<file path="src/rtl/ceespu_ex_stage_if.sv">
// Execute-stage bus: decode/ALU-facing inputs and EX/MEM-facing outputs of
// the ceespu execute-stage controller.
interface ceespu_ex_stage_if #(
  parameter int RD_W = 5
);
  logic            I_valid;
  logic [RD_W-1:0] I_rd;
  logic            I_we;
  logic            I_setCarry;
  logic            I_useCarry;
  logic            I_flush;
  logic            I_memStall;
  logic [31:0]     I_aluResult;
  logic            I_aluCout;
  logic            I_aluMultiCycle;
  logic            I_aluDataReady;
  logic            O_Cin;
  logic            O_stall;
  logic            O_valid;
  logic [31:0]     O_result;
  logic [RD_W-1:0] O_rd;
  logic            O_we;
  logic            O_carry;
  logic            O_mulTimeout;

  // Decode/ALU side: drives the instruction and ALU results, observes EX outputs
  modport master (
    output I_valid, I_rd, I_we, I_setCarry, I_useCarry, I_flush, I_memStall,
           I_aluResult, I_aluCout, I_aluMultiCycle, I_aluDataReady,
    input  O_Cin, O_stall, O_valid, O_result, O_rd, O_we, O_carry, O_mulTimeout
  );

  // Execute stage itself
  modport slave (
    input  I_valid, I_rd, I_we, I_setCarry, I_useCarry, I_flush, I_memStall,
           I_aluResult, I_aluCout, I_aluMultiCycle, I_aluDataReady,
    output O_Cin, O_stall, O_valid, O_result, O_rd, O_we, O_carry, O_mulTimeout
  );
endinterface

</file>
<file path="src/rtl/ceespu_ex_stage.sv">
// ceespu execute-stage controller: retires ALU results into the EX/MEM
// register, sequences multi-cycle multiplies with a stall FSM, and owns the
// architectural carry flag fed back into the ALU.
module ceespu_ex_stage #(
  parameter int RD_W        = 5,
  parameter int MUL_TIMEOUT = 7
) (
  input  logic              I_clk,
  input  logic              I_rst,
  ceespu_ex_stage_if.slave  bus
);

  localparam int CNT_W = $clog2(MUL_TIMEOUT + 1);

  typedef enum logic [1:0] {
    RUN      = 2'd0,
    MUL_WAIT = 2'd1,
    MUL_HOLD = 2'd2
  } state_t;

  state_t          r_state;
  logic [CNT_W-1:0] r_waitCnt;
  logic [31:0]     r_hold;
  logic            r_valid;
  logic [31:0]     r_result;
  logic [RD_W-1:0] r_rd;
  logic            r_we;
  logic            r_carry;
  logic            r_mulTimeout;
  logic            w_stall;

  // Hold decode/EX operands while a multiply is outstanding or memory backs up
  always_comb begin
    w_stall = bus.I_memStall;
    case (r_state)
      RUN:      if (bus.I_valid && bus.I_aluMultiCycle && !bus.I_flush) w_stall = 1'b1;
      MUL_WAIT: w_stall = 1'b1;
      MUL_HOLD: if (bus.I_memStall) w_stall = 1'b1;
      default:  w_stall = bus.I_memStall;
    endcase
  end

  assign bus.O_stall      = w_stall;
  assign bus.O_Cin        = bus.I_useCarry & r_carry;
  assign bus.O_valid      = r_valid;
  assign bus.O_result     = r_result;
  assign bus.O_rd         = r_rd;
  assign bus.O_we         = r_we;
  assign bus.O_carry      = r_carry;
  assign bus.O_mulTimeout = r_mulTimeout;

  // Stall FSM, EX/MEM register, carry flag and multiply watchdog
  always_ff @(posedge I_clk) begin
    if (I_rst) begin
      r_state      <= RUN;
      r_waitCnt    <= '0;
      r_hold       <= '0;
      r_valid      <= 1'b0;
      r_result     <= '0;
      r_rd         <= '0;
      r_we         <= 1'b0;
      r_carry      <= 1'b0;
      r_mulTimeout <= 1'b0;
    end else begin
      case (r_state)
        RUN: begin
          // A flush under memStall is ignored: the killed op is still upstream
          if (!bus.I_memStall) begin
            if (bus.I_flush) begin
              r_valid <= 1'b0;
              r_we    <= 1'b0;
            end else if (bus.I_valid && bus.I_aluMultiCycle) begin
              r_state   <= MUL_WAIT;
              r_waitCnt <= '0;
              r_valid   <= 1'b0;
              r_we      <= 1'b0;
            end else if (bus.I_valid) begin
              r_valid  <= 1'b1;
              r_result <= bus.I_aluResult;
              r_rd     <= bus.I_rd;
              r_we     <= bus.I_we;
              if (bus.I_setCarry) r_carry <= bus.I_aluCout;
            end else begin
              r_valid <= 1'b0;
              r_we    <= 1'b0;
            end
          end
        end
        MUL_WAIT: begin
          // Saturating wait counter; the timeout flag is sticky until reset
          if (r_waitCnt != CNT_W'(MUL_TIMEOUT)) r_waitCnt <= r_waitCnt + 1'b1;
          if (r_waitCnt == CNT_W'(MUL_TIMEOUT - 1)) r_mulTimeout <= 1'b1;
          if (bus.I_flush) begin
            r_state <= RUN;
            if (!bus.I_memStall) begin
              r_valid <= 1'b0;
              r_we    <= 1'b0;
            end
          end else if (bus.I_aluDataReady) begin
            r_hold <= bus.I_aluResult;
            if (!bus.I_memStall) begin
              r_state  <= RUN;
              r_valid  <= 1'b1;
              r_result <= bus.I_aluResult;
              r_rd     <= bus.I_rd;
              r_we     <= bus.I_we;
            end else begin
              r_state <= MUL_HOLD;
            end
          end else if (!bus.I_memStall) begin
            r_valid <= 1'b0;
            r_we    <= 1'b0;
          end
        end
        MUL_HOLD: begin
          if (bus.I_flush) begin
            r_state <= RUN;
            if (!bus.I_memStall) begin
              r_valid <= 1'b0;
              r_we    <= 1'b0;
            end
          end else if (!bus.I_memStall) begin
            r_state  <= RUN;
            r_valid  <= 1'b1;
            r_result <= r_hold;
            r_rd     <= bus.I_rd;
            r_we     <= bus.I_we;
          end
        end
        default: r_state <= RUN;
      endcase
    end
  end

endmodule

</file>
<file path="src/flat_wrapper.sv">
// flat-port wrapper written by rule: the top's interface ports become plain ports
module ceespu_ex_stage_flat 
#(
  parameter int RD_W        = 5,
  parameter int MUL_TIMEOUT = 7
)
  (I_clk, I_rst, bus_I_valid, bus_I_rd, bus_I_we, bus_I_setCarry, bus_I_useCarry, bus_I_flush, bus_I_memStall, bus_I_aluResult, bus_I_aluCout, bus_I_aluMultiCycle, bus_I_aluDataReady, bus_O_Cin, bus_O_stall, bus_O_valid, bus_O_result, bus_O_rd, bus_O_we, bus_O_carry, bus_O_mulTimeout);
  ceespu_ex_stage_if #(.RD_W(RD_W)) bus_i ();
  input  logic I_clk;
  input  logic I_rst;
  input wire logic [$bits(bus_i.I_valid)-1:0] bus_I_valid;
  input wire logic [$bits(bus_i.I_rd)-1:0] bus_I_rd;
  input wire logic [$bits(bus_i.I_we)-1:0] bus_I_we;
  input wire logic [$bits(bus_i.I_setCarry)-1:0] bus_I_setCarry;
  input wire logic [$bits(bus_i.I_useCarry)-1:0] bus_I_useCarry;
  input wire logic [$bits(bus_i.I_flush)-1:0] bus_I_flush;
  input wire logic [$bits(bus_i.I_memStall)-1:0] bus_I_memStall;
  input wire logic [$bits(bus_i.I_aluResult)-1:0] bus_I_aluResult;
  input wire logic [$bits(bus_i.I_aluCout)-1:0] bus_I_aluCout;
  input wire logic [$bits(bus_i.I_aluMultiCycle)-1:0] bus_I_aluMultiCycle;
  input wire logic [$bits(bus_i.I_aluDataReady)-1:0] bus_I_aluDataReady;
  output wire logic [$bits(bus_i.O_Cin)-1:0] bus_O_Cin;
  output wire logic [$bits(bus_i.O_stall)-1:0] bus_O_stall;
  output wire logic [$bits(bus_i.O_valid)-1:0] bus_O_valid;
  output wire logic [$bits(bus_i.O_result)-1:0] bus_O_result;
  output wire logic [$bits(bus_i.O_rd)-1:0] bus_O_rd;
  output wire logic [$bits(bus_i.O_we)-1:0] bus_O_we;
  output wire logic [$bits(bus_i.O_carry)-1:0] bus_O_carry;
  output wire logic [$bits(bus_i.O_mulTimeout)-1:0] bus_O_mulTimeout;
  assign bus_i.I_valid = bus_I_valid;
  assign bus_i.I_rd = bus_I_rd;
  assign bus_i.I_we = bus_I_we;
  assign bus_i.I_setCarry = bus_I_setCarry;
  assign bus_i.I_useCarry = bus_I_useCarry;
  assign bus_i.I_flush = bus_I_flush;
  assign bus_i.I_memStall = bus_I_memStall;
  assign bus_i.I_aluResult = bus_I_aluResult;
  assign bus_i.I_aluCout = bus_I_aluCout;
  assign bus_i.I_aluMultiCycle = bus_I_aluMultiCycle;
  assign bus_i.I_aluDataReady = bus_I_aluDataReady;
  assign bus_O_Cin = bus_i.O_Cin;
  assign bus_O_stall = bus_i.O_stall;
  assign bus_O_valid = bus_i.O_valid;
  assign bus_O_result = bus_i.O_result;
  assign bus_O_rd = bus_i.O_rd;
  assign bus_O_we = bus_i.O_we;
  assign bus_O_carry = bus_i.O_carry;
  assign bus_O_mulTimeout = bus_i.O_mulTimeout;
  ceespu_ex_stage #(.RD_W(RD_W), .MUL_TIMEOUT(MUL_TIMEOUT)) u_core (.I_clk(I_clk), .I_rst(I_rst), .bus(bus_i));
endmodule
</file>
<file path="config.mk">
export PLATFORM = sky130hd
export DESIGN_NAME = ceespu_ex_stage_flat
export DESIGN_NICKNAME = d
export VERILOG_FILES = /design/src/rtl/ceespu_ex_stage_if.sv /design/src/rtl/ceespu_ex_stage.sv /design/src/flat_wrapper.sv
export SDC_FILE = /design/constraint.sdc
export NUM_CORES = 1
export LEC_CHECK = 0
export ABC_AREA = 1
export CORE_ASPECT_RATIO = 0.7
export CORE_MARGIN = 2
export CORE_UTILIZATION = 46
export CTS_BUF_LIST = sky130_fd_sc_hd__clkbuf_4
export DETAILED_ROUTE_END_ITERATION = 12
export HOLD_SLACK_MARGIN = 0.06
export PLACE_DENSITY = 0.77
export SLEW_MARGIN = 5
export SYNTH_ARGS = -nofsm -noshare
export SYNTH_HDL_FRONTEND = slang
export SYNTH_SLANG_ARGS = --single-unit
</file>
<file path="constraint.sdc">
create_clock -name I_clk -period 1.61 [get_ports I_clk]
set_input_delay 0.322 -clock I_clk [delete_from_list [all_inputs] [get_ports I_clk]]
set_output_delay 0.322 -clock I_clk [all_outputs]
set_load 0.005 [all_outputs]
</file>
==> reports/results.txt <==
status - finished, violations left
violated checks - setup timing
Worst Skew - 0.0108 ns
# setup viols final - 15
number of instances in the placed design - 710
Critical Path Max Stage Delay - 0.41 ns
fin crit share - 105%
Leakage - 2.53 nW
setup ws final - -0.0818 ns
Chip Height - 80.0 um
CP max-delay cell - dfxtp_4
DRT antenna net count - 0
Max-cap violations - 0
clock sink count - 78
Crit path top cell by count - nand2_4
dpl ws - -0.374 ns
clk root buf - clkbuf_4
antenna violations before repair - 0
ANT cells - 0
gpl congestion - 0.952
Finished Layout Cells - 738
Synth Register Bits - 78
Ys Warns - 0
clk buf depth - 2
Setup Crit Path Kind - register to register
measured slew at the worst slew-check pin - 0.332 ns
CTS tree - built
die area - 9010 um2
clk slew on worst S/H paths - 0.12 ns
total track usage - 21.4%
First DRT Iteration DRCs - 149
Die X-Extent - 113 um
crit path max fanout - 7
nets - 691
HPWL Detailed - 5940 um
Yosys cell types - 23
sequential-to-total area share from yosys stat - 41.1%
Synth area leaders - dfxtp_1 (41%), nand2_1 (9.6%), mux2_2 (9.5%)
cts bufs inserted - 9
cell family with most CP delay - simple AND/OR/NAND/NOR gates
WP buf/inv - 4
commonest cells after routing, fill and taps aside - nand2_1 (86), inv_1 (81), nor2_1 (71)
Syn Inst Count - 521
via count - 3,483
port bufs - 90
Max Transition Viols Final - 0
Crit path required time - 2.00 ns
vias in the first global route - 3,414
grt total ovfl - 0
RSZ-0062 raised after global routing - true
share of post-route cells with drive strength above 1 - 29.0%
highest clock rate - 0.591 GHz
Core ar. - 7940 um2
first-pass GRT wire length - 15,400 um
DRC errors left - 0
largest area contributor in the netlist - dfxtp_1
most common cell after layout, fill and taps aside - nand2_1
effective utilization at floorplan - 47.8%
final hold violation count - 0
Routed WL - 9450 um
Mean Syn Cell Area - 7.29 um2
Hold Path Class - input port to register
Yosys top cell area share - 41.1%
DRT Pass-1 Iters - 6
H-tree levels - 3
Rows - 27
Synth Net Count - 579
drt wl/cell - 12.8 um
VDD IR max - 0.893 mV
vias per inst - 4.72
Clock Latency Late Sink - 0.44 ns
min Tclk post-route - 1.69 ns
pin count of the biggest net entering global routing - 46
Startpoint Class - register
slew margin rel. - 77.9%
Mapped Area - 3800 um2
I/O pin count - 91
Syn-to-layout area delta - 44.2%
critical path data arrival time - 2.08 ns
Final Util - 69.0%
CP endpoint kind - register
Power Density - 1780 nW/um2
worst-path cell chain - inv_4 -> ha_4 -> buf_6 -> nand2_4 -> nand2_4 -> nor2_4 -> nand3_4 -> buf_4 -> buf_12 -> nand2_4 -> nand2_2 -> nor2_2
## state kept, by name, summed over array words and instances (netlist names)
register,cells
u_core.bus.O_result,32
u_core.r_hold,32
u_core.bus.O_rd,5
u_core.r_waitCnt,3
u_core.r_state,2
u_core.bus.O_carry,1
u_core.bus.O_mulTimeout,1
u_core.bus.O_valid,1
u_core.bus.O_we,1
## cells in the mapped netlist
cell	number
mux2_2	32
nand3_4	1
nand3b_1	2
nand3_2	2
a21oi_1	37
o21ai_0	35
nor2_1	90
nand4_1	1
nand2_1	97
ha_1	10
nand2_2	12
dfxtp_1	78
clkbuf_1	7
o21ai_2	2
buf_2	9
buf_6	6
inv_2	1
buf_1	2
buf_4	1
nand3_1	7
nor2_2	1
nor2_4	1
inv_1	87
## tightest hold or removal path, delay by kind of cell
family	cells	cell delay, ns
buffers and inverters	1	0.40
AND/OR/NAND/NOR	2	0.15
## final cells by class
| class | instances | area, um2 |
|---|---|---|
| Tap cell | 101 | 126 |
| Inverter | 88 | 338 |
| Sequential cell | 78 | 1610 |
| Clock inverter | 5 | 51.3 |
| Clock buffer | 10 | 75.1 |
| Fill cell | 627 | 2460 |
| Timing Repair Buffer | 125 | 1260 |
| Multi-Input combinational cell | 331 | 2010 |
## worst paths after layout
kind         depth (start not counted)                     from  slack [ns]                       to
min reg2reg                          2  u_core.bus.O_mulTimeout        0.44  u_core.bus.O_mulTimeout
max                                 12        u_core.r_state[0]       -0.08  u_core.bus.O_result[29]
max reg2reg                         12        u_core.r_state[0]       -0.08  u_core.bus.O_result[29]
min                                  3              bus_I_rd[1]        0.44       u_core.bus.O_rd[1]
## power breakdown
part	switching (mW)	leakage, nW	internal, mW	total, mW
Sequential	0.315	0.653	2.63	2.94
Combinational	2.90	1.81	2.74	5.63
Clock	0.678	0.0697	0.472	1.15
Total	3.89	2.53	5.83	9.72
## through the flow
step                hold WS (ns)  setup TNS, ns  power [mW]  area [um2]
floorplan                  0.391              0        5.71        3800
global route               0.448          -2.27        10.5        5480
detailed placement         0.435          -7.52        7.54        4950
finish                     0.445         -0.491        9.72        5480
global placement           0.426          -7.09        7.37        4950
CTS                        0.425         -0.505        9.17        5270
## cells by family (layout without fill, tap and decap cells)
group	after synthesis	in the layout	share of synthesized area [%]
AO/OA/AOI/OAI	74	74	9.95
adder cells (fa/ha/maj)	10	10	3.29
buffers and inverters	113	228	12.8
flip-flops	78	78	41.1
multiplexers	32	32	9.49
AND/OR/NAND/NOR	214	215	23.4
## per-layer routing
layer / track usage (%) / share of wire [%] / vias to the layer above / wire (um)
met2: 35.7 / 48 / 77 / 4520
met4: 5.61 / 1.6 / 0 / 154
met1: 26.4 / 46 / 1574 / 4300
met3: 7.52 / 5.0 / 18 / 474
met5: 0 / 0 / - / 0
li1: - / - / 1814 / -
## timing repair
item / CTS / global route
pin swaps: 11 / 20
cloned: 3 / 1
gates resized for setup: 111 / 57
hold buffers: 0 / 0
setup endpoints to repair: 84 / 42
setup buffers: 8 / 5
Note: power is estimated with default switching activity, not from simulation.
